**config.mk**
```make
export PLATFORM = sky130hd
export DESIGN_NAME = mem_arbiter
export DESIGN_NICKNAME = d
export VERILOG_FILES = /design/src/rtl/lc3b_types.sv /design/src/rtl/arb_starve_counter.sv /design/src/rtl/mem_arbiter.sv
export SDC_FILE = /design/constraint.sdc
export NUM_CORES = 1
export LEC_CHECK = 0
export CORE_UTILIZATION = 30
export DETAILED_ROUTE_END_ITERATION = 7
export PLACE_DENSITY = 0.57
export SYNTH_ARGS = -nofsm -noshare
export SYNTH_HDL_FRONTEND = slang
export SYNTH_SLANG_ARGS = --single-unit
```
**constraint.sdc**
```tcl
create_clock -name clk -period 4.4 [get_ports clk]
set_input_delay 0.88 -clock clk [delete_from_list [all_inputs] [get_ports clk]]
set_output_delay 0.88 -clock clk [all_outputs]
set_load 0.1 [all_outputs]
```
**src/rtl/lc3b_types.sv**
```systemverilog
// Shared types for the LC-3b memory-port arbiter: bus widths and arbiter state encoding.
package lc3b_types;

  typedef logic [15:0] lc3b_word;
  typedef logic [1:0]  lc3b_mem_wmask;

  typedef enum logic [1:0] {
    IDLE   = 2'd0,
    BUSY_I = 2'd1,
    BUSY_D = 2'd2,
    LOCK_D = 2'd3
  } arb_state_t;

  localparam lc3b_mem_wmask WMASK_ALL = 2'b11;

endpackage

```
**src/rtl/arb_starve_counter.sv**
```systemverilog
// Saturating count of D grants made while instruction fetch was left waiting.
module arb_starve_counter #(
  parameter int LIMIT = 4,
  parameter int W     = 4
) (
  input  logic clk,
  input  logic rst_n,
  input  logic inc,
  input  logic clr,
  output logic at_limit
);

  logic [W-1:0] count;

  assign at_limit = (count == W'(LIMIT));

  always_ff @(posedge clk or negedge rst_n) begin
    if (!rst_n) begin
      count <= '0;
    end else if (clr) begin
      count <= '0;
    end else if (inc && !at_limit) begin
      count <= count + W'(1);
    end
  end

endmodule

```
**src/rtl/mem_arbiter.sv**
```systemverilog
// Shares one memory port between fetch (I) and data (D): D priority, starvation guard
// for fetch, and a lock that keeps the port with D across both halves of LDI/STI.
//
//   state  | meaning
//   IDLE   | no owner, arbitrate on next edge
//   BUSY_I | fetch access in flight
//   BUSY_D | data access in flight
//   LOCK_D | port reserved for D, nothing in flight
module mem_arbiter import lc3b_types::*; #(
  parameter int STARVE_LIMIT = 4,
  parameter int CNT_W        = 4
) (
  input  logic          clk,
  input  logic          rst_n,
  input  logic          i_read,
  input  lc3b_word      i_address,
  output logic          i_resp,
  output lc3b_word      i_rdata,
  input  logic          d_read,
  input  logic          d_write,
  input  logic          d_lock,
  input  lc3b_word      d_address,
  input  lc3b_word      d_wdata,
  input  lc3b_mem_wmask d_wmask,
  output logic          d_resp,
  output lc3b_word      d_rdata,
  output logic          pmem_read,
  output logic          pmem_write,
  output lc3b_word      pmem_address,
  output lc3b_word      pmem_wdata,
  output lc3b_mem_wmask pmem_wmask,
  input  lc3b_word      pmem_rdata,
  input  logic          pmem_resp,
  output logic          busy
);

  arb_state_t    state, state_nxt;
  lc3b_word      addr_q, wdata_q, i_rdata_q, d_rdata_q;
  lc3b_mem_wmask wmask_q;
  logic          write_q, lock_q;
  logic          d_req, grant_i, grant_d, starve_inc, starve_hit;

  assign d_req = d_read | d_write;

  arb_starve_counter #(.LIMIT(STARVE_LIMIT), .W(CNT_W)) u_starve (
    .clk      (clk),
    .rst_n    (rst_n),
    .inc      (starve_inc),
    .clr      (grant_i),
    .at_limit (starve_hit)
  );

  always_comb begin
    state_nxt  = state;
    grant_i    = 1'b0;
    grant_d    = 1'b0;
    starve_inc = 1'b0;
    case (state)
      IDLE: begin
        if (d_req && !(i_read && starve_hit)) begin
          grant_d    = 1'b1;
          starve_inc = i_read;
          state_nxt  = BUSY_D;
        end else if (i_read) begin
          grant_i   = 1'b1;
          state_nxt = BUSY_I;
        end
      end
      // Lock grants never count toward starvation; fetch simply waits.
      LOCK_D: begin
        if (d_req) begin
          grant_d   = 1'b1;
          state_nxt = BUSY_D;
        end else if (!d_lock) begin
          state_nxt = IDLE;
        end
      end
      BUSY_I: if (pmem_resp) state_nxt = IDLE;
      BUSY_D: if (pmem_resp) state_nxt = lock_q ? LOCK_D : IDLE;
      default: state_nxt = IDLE;
    endcase
  end

  always_ff @(posedge clk or negedge rst_n) begin
    if (!rst_n) begin
      state     <= IDLE;
      addr_q    <= '0;
      wdata_q   <= '0;
      wmask_q   <= '0;
      write_q   <= 1'b0;
      lock_q    <= 1'b0;
      i_rdata_q <= '0;
      d_rdata_q <= '0;
    end else begin
      state <= state_nxt;
      if (grant_d) begin
        addr_q  <= d_address;
        wdata_q <= d_wdata;
        wmask_q <= d_wmask;
        write_q <= d_write & ~d_read;  // read wins if both are raised
        lock_q  <= d_lock;
      end else if (grant_i) begin
        addr_q  <= i_address;
        wdata_q <= '0;
        wmask_q <= WMASK_ALL;
        write_q <= 1'b0;
        lock_q  <= 1'b0;
      end
      if (i_resp) i_rdata_q <= pmem_rdata;
      if (d_resp) d_rdata_q <= pmem_rdata;
    end
  end

  assign busy         = (state == BUSY_I) || (state == BUSY_D);
  assign pmem_read    = busy & ~write_q;
  assign pmem_write   = busy & write_q;
  assign pmem_address = addr_q;
  assign pmem_wdata   = wdata_q;
  assign pmem_wmask   = wmask_q;

  assign i_resp  = (state == BUSY_I) & pmem_resp;
  assign d_resp  = (state == BUSY_D) & pmem_resp;
  assign i_rdata = i_resp ? pmem_rdata : i_rdata_q;
  assign d_rdata = d_resp ? pmem_rdata : d_rdata_q;

endmodule

```
Word-level counts from Yosys, hierarchy flattened. Index checks and enable logic that the tools add are counted.

Flip-flop bits (word level): 74. Bits in latches: 0. RAM bits: 0. Memory bits (read-only): 0. Input bits: 73. Output and inout bits: 71. Word-level logic and storage cells: 65. Memories: 0.

$add $sub $neg: 1. Multipliers: 0. Div/mod/pow operators: 0. $lt $le $gt $ge: 0. Eq/ne operators: 8. Shift operators: 0. Multiplexer cells: 29. Bitwise gates (word level): 8. Reductions and logical operators: 10.

Operators by type and width (count): two-way mux 16 bit (6); two-way mux 2 bit (9); two-way mux 1 bit (10); two-way mux 4 bit (2); one-hot mux 2 bit (4 select lines) (1); inequality test 3 bit, second input constant (2); AND 1 bit (5); adder 4 x 1 -> 4 bit, second input constant (1); equality test 2 bit, second input constant (2); equality test 4 x 3 -> 1 bit, second input constant (1); inequality test 2 bit, second input constant (2); AND reduction 4 bit (1); nonzero test 2 bit (2); logical AND 1 bit (3); equality test 2 x 1 -> 1 bit, second input constant (1); zero test 1 bit (2); zero test 2 bit (1); inverter 1 bit (2); one-hot mux 1 bit (2 select lines) (1); logical OR 1 bit (1); bitwise OR 1 bit (1).

Depth between registers and ports, before layout. Gate-level depths: netlist of the first run.

Word-level depth: 9. Depth in mapped cells: 8. Mapped depth without buffers: 6.

Hierarchy. Synthesis of the first run repeated with hierarchy kept, for this count alone.

Cell total of the unflattened synthesis: 299. Area, all modules: 3638.5 µm².

Modules (own cells, without submodules): mem_arbiter (times used 1, cells each 275, area an instance 3404.5 µm², seq. area each 1751.7 µm²); arb_starve_counter (times used 1, cells each 24, area an instance 234.0 µm², seq. area each 100.1 µm²).

Worst setup path before layout of the first run. OpenSTA, ideal clock, no wires.

Kind: reg-to-output. Start point: register state[0]. End point: output port pmem_read. Arrival time: 2.797 ns. Required time: 3.520 ns. Path slack: 0.723 ns. Stages on the path, launching flop included: 4. Path buffers: 0. Path through: dfrtp_1 -> inv_1 -> ha_1 -> nor2b_1.

Cells in the longest elaborated chain, start to end: 3. Elaborated cells on any way between the ends: 4. Those cells by class: eq/ne (2); bitwise (1); reduce/logical (1).

RTL lines: start, declared (RTL line mem_arbiter.sv:37) `arb_state_t state, state_nxt;`; start signal, assigned (RTL line mem_arbiter.sv:95) `state <= state_nxt;`; equality test 2 x 1 -> 1 bit or equality test 2 bit (tied branches) (RTL line mem_arbiter.sv:114) `assign busy = (state == BUSY_I) || (state == BUSY_D);`; logical OR 1 bit (*) (RTL line mem_arbiter.sv:114); net busy (RTL line mem_arbiter.sv:34) `output logic busy`; AND 1 bit (*) (RTL line mem_arbiter.sv:115) `assign pmem_read = busy & ~write_q;`; end, declared (RTL line mem_arbiter.sv:27) `output logic pmem_read,`.

The timed path passes the listed nets; every way through them passes the cells marked *.

Worst setup path in the final report of the first run.
Start point: input port pmem_resp. End point: output port d_rdata[6].

Cells in the longest elaborated chain, start to end: 2.

RTL lines: start, declared (RTL line mem_arbiter.sv:33) `input logic pmem_resp,`; AND 1 bit (RTL line mem_arbiter.sv:122) `assign d_resp = (state == BUSY_D) & pmem_resp;`; two-way mux 16 bit; end, declared (RTL line mem_arbiter.sv:26) `output lc3b_word d_rdata,`.

No other way between the ends.

==> impl_metrics.yaml, run 1 <==
run_status:
  result_of_the_run: "finished, final reports clean"
synthesis:
  ys_warnings: 0
  synth_sequential_area_ratio_pct: 59.5
  post_synthesis_average_cell_area_um2: 13.0
  post_synth_num_cell_types: 28
  post_synth_instance_area_mm2: 0.00311
  syn_inst: 240
  synth_nets: 319
  synth_seq_cells: 74
run:
  max_cap_viol_count: 0
grt:
  gr-usage-all-layers_pct: 15.2
  grt_start_max_net_pins: 75
  grt_pass1_wl_mm: 12.9
  antenna_found_initial: 0
  grt-ovfl-total: 0
  first_global_vias: 2508
worst_setup_path:
  worst-r2r-setup-slack_ps: 2000
  cp_max_fo: 17
  worstSetupEndpoint: "d_rdata[6]"
  path_depth: 4
  slowest_stage: "nand2_1"
  r2r_end: "write_q"
  start_kind: "input port"
  critical_path_arrival_ps: 2640
  critical_path_class: "in2out"
  cp-startpoint: "pmem_resp"
  critPathRequiredTime_ps: 3520
  worst_setup_path_end_kind: "primary output"
  cp_top_family: "buffers and inverters"
  timing.critical_path.buf_inv: 2
  timing.reg2reg.worst_path_depth: 8
  critical-path-max-stage-delay_ps: 630
  reg2reg_from: "state[0]"
  crit_chain: "clkdlybuf4s50_1, nand2_1, mux2_2, buf_4"
route:
  wl_mm: 7.91
  routed_via_density: 4.49
  drt_first_iter_violations: 79
  via_count: 2347
  dr.pass1.iters: 4
  drc: 0
  drtAntennaViolNets: 0
  routedWlPerCell_um: 15.1
floorplanning:
  die_ar_mm2: 0.0108
  floorplan.die.width_um: 104
  die_h_um: 104
  rows: 36
  start_util_pct: 31.4
  io-pin-count: 144
  core_mm2: 0.00991
clock_tree:
  clock_insertion_delay_worst_skew_ps: 340
  cts-buffers-inserted: 9
  reg_clk_slew_reported_paths_ps: 70
  clock-root-buffer: "clkbuf_8"
  tritoncts_num_sinks: 74
  cts-htree-levels: 3
  post_cts_hold_buffer_count: 0
  cts_buffer_depth: 2
  ctsResizeCount: 0
  cts_tree: "done"
  cts_setup_buffers: 0
timing:
  timing_limited_maximum_frequency_mhz: 284
  layout_worst_path_cycle_share_pct: 80.0
  tns_ps: 0
  worst_pin_slew_ps: 1020
  finalHoldViolCount: 0
  slew_headroom_pct: 31.5
  finalMaxSlewViolations: 0
  final_critical_path_required_period_ps: 3520
  grt_setup_unrepaired: "no"
  timing.clock.skew_ps: 15.5
  setup_violations: 0
  setup_ws_post_layout_ps: 880
final_layout:
  leading_cell_type_in_the_layout_fill_and_taps_excluded: "clkdlybuf4s50_1"
  layoutNonFillerInstCount: 523
  final_layout_size_suffix_gt1_share_pct: 22.6
  antenna_cells: 0
  most-common-layout-cells: "108 x clkdlybuf4s50_1, 74 x dfrtp_1, 38 x buf_4"
  nets: 465
  area.growth.synth_to_final_pct: 53.5
  final_cell_area_mm2: 0.00478
place:
  gp_congestion: 0.721
  hpwlAfterDp_mm: 5.61
  dpl_worst_slack_ps: 863
  placed_area_mm2: 0.00458
  post-place-cells: 508
  numPortBuffers: 143
min_path:
  timing.hold.worst.class: "reg2reg"
metrics by stage:
step,hold slack (ps),utilization [%]
2_1_floorplan,466,-
3_3_place_gp,480,46.3
3_5_place_dp,480,46.3
4_1_cts,501,48.2
5_1_grt,517,48.2
6_report,500,48.2
registers in the layout, summed over array words and instances (netlist names):
signal	cells
lock_q	1
u_starve.count	4
pmem_wmask	2
pmem_wdata	16
i_rdata_q	16
state	2
pmem_address	16
d_rdata_q	16
write_q	1
how the worst min path moves through the flow:
| stage | start | endpoint | slack, ps | cells past startpoint |
|---|---|---|---|---|
| CTS | i_rdata_q[15] | i_rdata_q[15] | 500 | 1 |
| global route | i_rdata_q[3] | i_rdata_q[3] | 520 | 1 |
| finish | i_rdata_q[13] | i_rdata_q[13] | 500 | 1 |
| global placement | i_rdata_q[0] | i_rdata_q[0] | 480 | 1 |
| detailed placement | pmem_wdata[15] | pmem_wdata[15] | 480 | 1 |
| floorplan | u_starve.count[2] | u_starve.count[2] | 470 | 1 |
synth_stat cells:
master     n  share of area [%]
dfrtp_1   74                 60
mux2_2    33                 12
nand2_1   23                2.8
o21ai_0   23                3.7
a22o_1    18                5.1
mux2i_1   17                5.5
inv_1     10                1.2
ha_1       6                2.4
buf_2      4               0.64
clkbuf_1   4               0.48
nor2b_1    4               0.80
nand3_1    3               0.48
nor2_1     3               0.36
a21oi_1    2               0.32
buf_4      2               0.48
nor3_1     2               0.32
a21o_1     1               0.24
a22oi_1    1               0.24
a32o_1     1               0.32
and2_0     1               0.20
and2_1     1               0.20
and4b_1    1               0.32
buf_6      1               0.36
nand2b_1   1               0.20
nand3b_1   1               0.24
o21ai_4    1               0.52
o32ai_1    1               0.28
o32ai_4    1               0.88
kinds of logic (layout without fill, tap and decap cells):
group                      count (synthesis)  in the layout  synth area share [%]
and+or+nand+nor                           40             40                  5.91
DFF                                       74             74                  59.5
adders and majority gates                  6              6                  2.41
buffers and inverters                     21            171                  3.18
muxes                                     50             50                  17.4
AOI/OAI and AO/OA                         49             49                  11.6
per-layer routing:
layer,global-route usage [%],vias up,wire (um),part of all wire [%]
met3,3.40,9,338,4.3
met5,0,-,0,0
met4,7.04,0,141,1.8
li1,-,1134,-,-
met2,25.6,59,4010,51
met1,18.6,1145,3420,43
area by class of cell:
cell class              count  area [um2]
multi-input cells         145        1160
well taps                 133         166
fillers                   932        5130
clock inverters             5        55.1
repair buffers            146        1370
inverters                  10        37.5
clock buffers              10         138
flip-flops and latches     74        1850
Power of run 1 is not shown: default switching activity piles up to over one toggle a cycle in this logic, so the estimate is an artifact.
==> run 2: changes to the inputs <==
--- a/config.mk
+++ b/config.mk
@@ -7,7 +7,7 @@
 export LEC_CHECK = 0
 export CORE_UTILIZATION = 30
 export DETAILED_ROUTE_END_ITERATION = 7
-export PLACE_DENSITY = 0.57
+export PLACE_DENSITY = 0.6
 export SYNTH_ARGS = -nofsm -noshare
 export SYNTH_HDL_FRONTEND = slang
 export SYNTH_SLANG_ARGS = --single-unit
==> constraint.sdc (replaced) <==
create_clock -name clk -period 2.9 [get_ports clk]
set_input_delay 0.58 -clock clk [delete_from_list [all_inputs] [get_ports clk]]
set_output_delay 0.58 -clock clk [all_outputs]
set_load 0.1 [all_outputs]
==> run 2 against run 1 <==
Global-route usage up 0.23 points. Non-clock buffer count up 3. Sequential share of layout area down 2.8 points. Critical path depth up 1. Clock skew down 7.4 ps. Design area up 7.9%. Register-to-register slack worse by 1200 ps. Clock-buffer cell count unchanged. Worst setup slack worse by 530 ps. Flip-flop and latch count unchanged. Via count up 1.7%. Die area unchanged. Critical path type unchanged. Highest routed layer unchanged.
==> impl_metrics.yaml, run 2 (synthesis gave the netlist of run 1 again) <==
grt:
  antenna_found_initial: 0
  grt_pass1_wl_mm: 12.9
  first_global_vias: 2483
  grt-ovfl-total: 0
  grt_start_max_net_pins: 75
  gr-usage-all-layers_pct: 15.5
worst_setup_path:
  cp-startpoint: "pmem_resp"
  critPathRequiredTime_ps: 2320
  start_kind: "input port"
  reg2reg_from: "state[0]"
  worst_setup_path_end_kind: "primary output"
  cp_max_fo: 17
  critical_path_arrival_ps: 1970
  critical_path_class: "in2out"
final_layout:
  final_layout_size_suffix_gt1_share_pct: 32.6
  regArea_mm2: 0.00185
  most-common-layout-cells: "74 x dfrtp_1, 71 x clkdlybuf4s50_1, 44 x buf_4"
  area.growth.synth_to_final_pct: 65.6
  nets: 468
  n_fill_cell: 884
  antenna_cells: 0
  leading_cell_type_in_the_layout_fill_and_taps_excluded: "dfrtp_1"
  multi_input_comb_area_mm2: 0.00117
timing:
  setup_violations: 0
  timing_limited_maximum_frequency_mhz: 393
  tns_ps: 0
  finalHoldViolCount: 0
  slew_headroom_pct: 36.9
  worst_pin_slew_ps: 946
  final_critical_path_required_period_ps: 2550
  layout_worst_path_cycle_share_pct: 87.8
  finalMaxSlewViolations: 0
  grt_setup_unrepaired: "no"
  timing.clock.skew_ps: 8.16
route:
  routedWlPerCell_um: 15.1
  dr.pass1.iters: 4
  drt_first_iter_violations: 81
  met2RoutedLength_mm: 3.94
  wl_met1_mm: 3.48
  routed_via_density: 4.54
  drc: 0
  highest_metal_used: "met4"
  via_count: 2387
  wl_met3_um: 367
  drtAntennaViolNets: 0
  wl_mm: 7.96
floorplanning:
  die_h_um: 104
  core_mm2: 0.00991
  start_util_pct: 31.4
  die_ar_mm2: 0.0108
  floorplan.die.width_um: 104
  rows: 36
  io-pin-count: 144
clock_tree:
  ctsResizeCount: 0
  cts_setup_buffers: 0
  tritoncts_num_sinks: 74
  reg_clk_slew_reported_paths_ps: 80
  cts-buffers-inserted: 9
  post_cts_hold_buffer_count: 0
  clock-root-buffer: "clkbuf_8"
  cts_buffer_depth: 2
  clock_insertion_delay_worst_skew_ps: 340
  cts_tree: "done"
  cts-htree-levels: 3
place:
  gp_congestion: 0.766
  numPortBuffers: 143
  hpwlAfterDp_mm: 5.72
run:
  max_cap_viol_count: 0
run_status:
  result_of_the_run: "finished, final reports clean"
min_path:
  timing.hold.worst.class: "in2async"
[run 2: worst paths after layout]
path	endpoint	slack [ps]	cells after the start
hold reg to reg	pmem_wdata[12]	500	1
min in group clk	pmem_wdata[12]	500	1
max in group asynchronous	state[1]	1900	1
setup / recovery	i_rdata[9]	350	5
setup reg to reg	pmem_wmask[0]	850	7
hold / removal	pmem_address[0]	350	1
[run 2: routing by layer]
layer | GRT usage (%) | up-vias
met5 | 0 | -
met4 | 8.16 | 0
met3 | 3.34 | 11
met2 | 24.7 | 67
met1 | 19.6 | 1170
li1 | - | 1139
[run 2: worst max-delay path, cell delays in order]
cell	delay, ps
clkdlybuf4s50_1	450
nand2_1	80
buf_4	260
mux2_2	410
buf_12	170
[run 2: through the flow]
step                area [um2]  cells  hold slack (ps)  util, %  worst slack (ps)
floorplan                 3120    240              284        -              95.1
global placement          4950    511              486     49.9               344
detailed placement        4950    511              485     49.9               345
CTS                       5150    526              413     52.0               320
global route              5150    526              440     52.0               212
finish                    5150    526              353     52.0               355
[run 2: cell type report]
cell class	instances	share of cell area, %
Multi-Input combinational cell	145	22.7
Inverter	10	0.728
Clock inverter	5	1.55
Tap cell	133	3.23
Timing Repair Buffer	149	33.4
Sequential cell	74	35.9
Clock buffer	10	2.48
Power of run 2 is left out for the same reason.
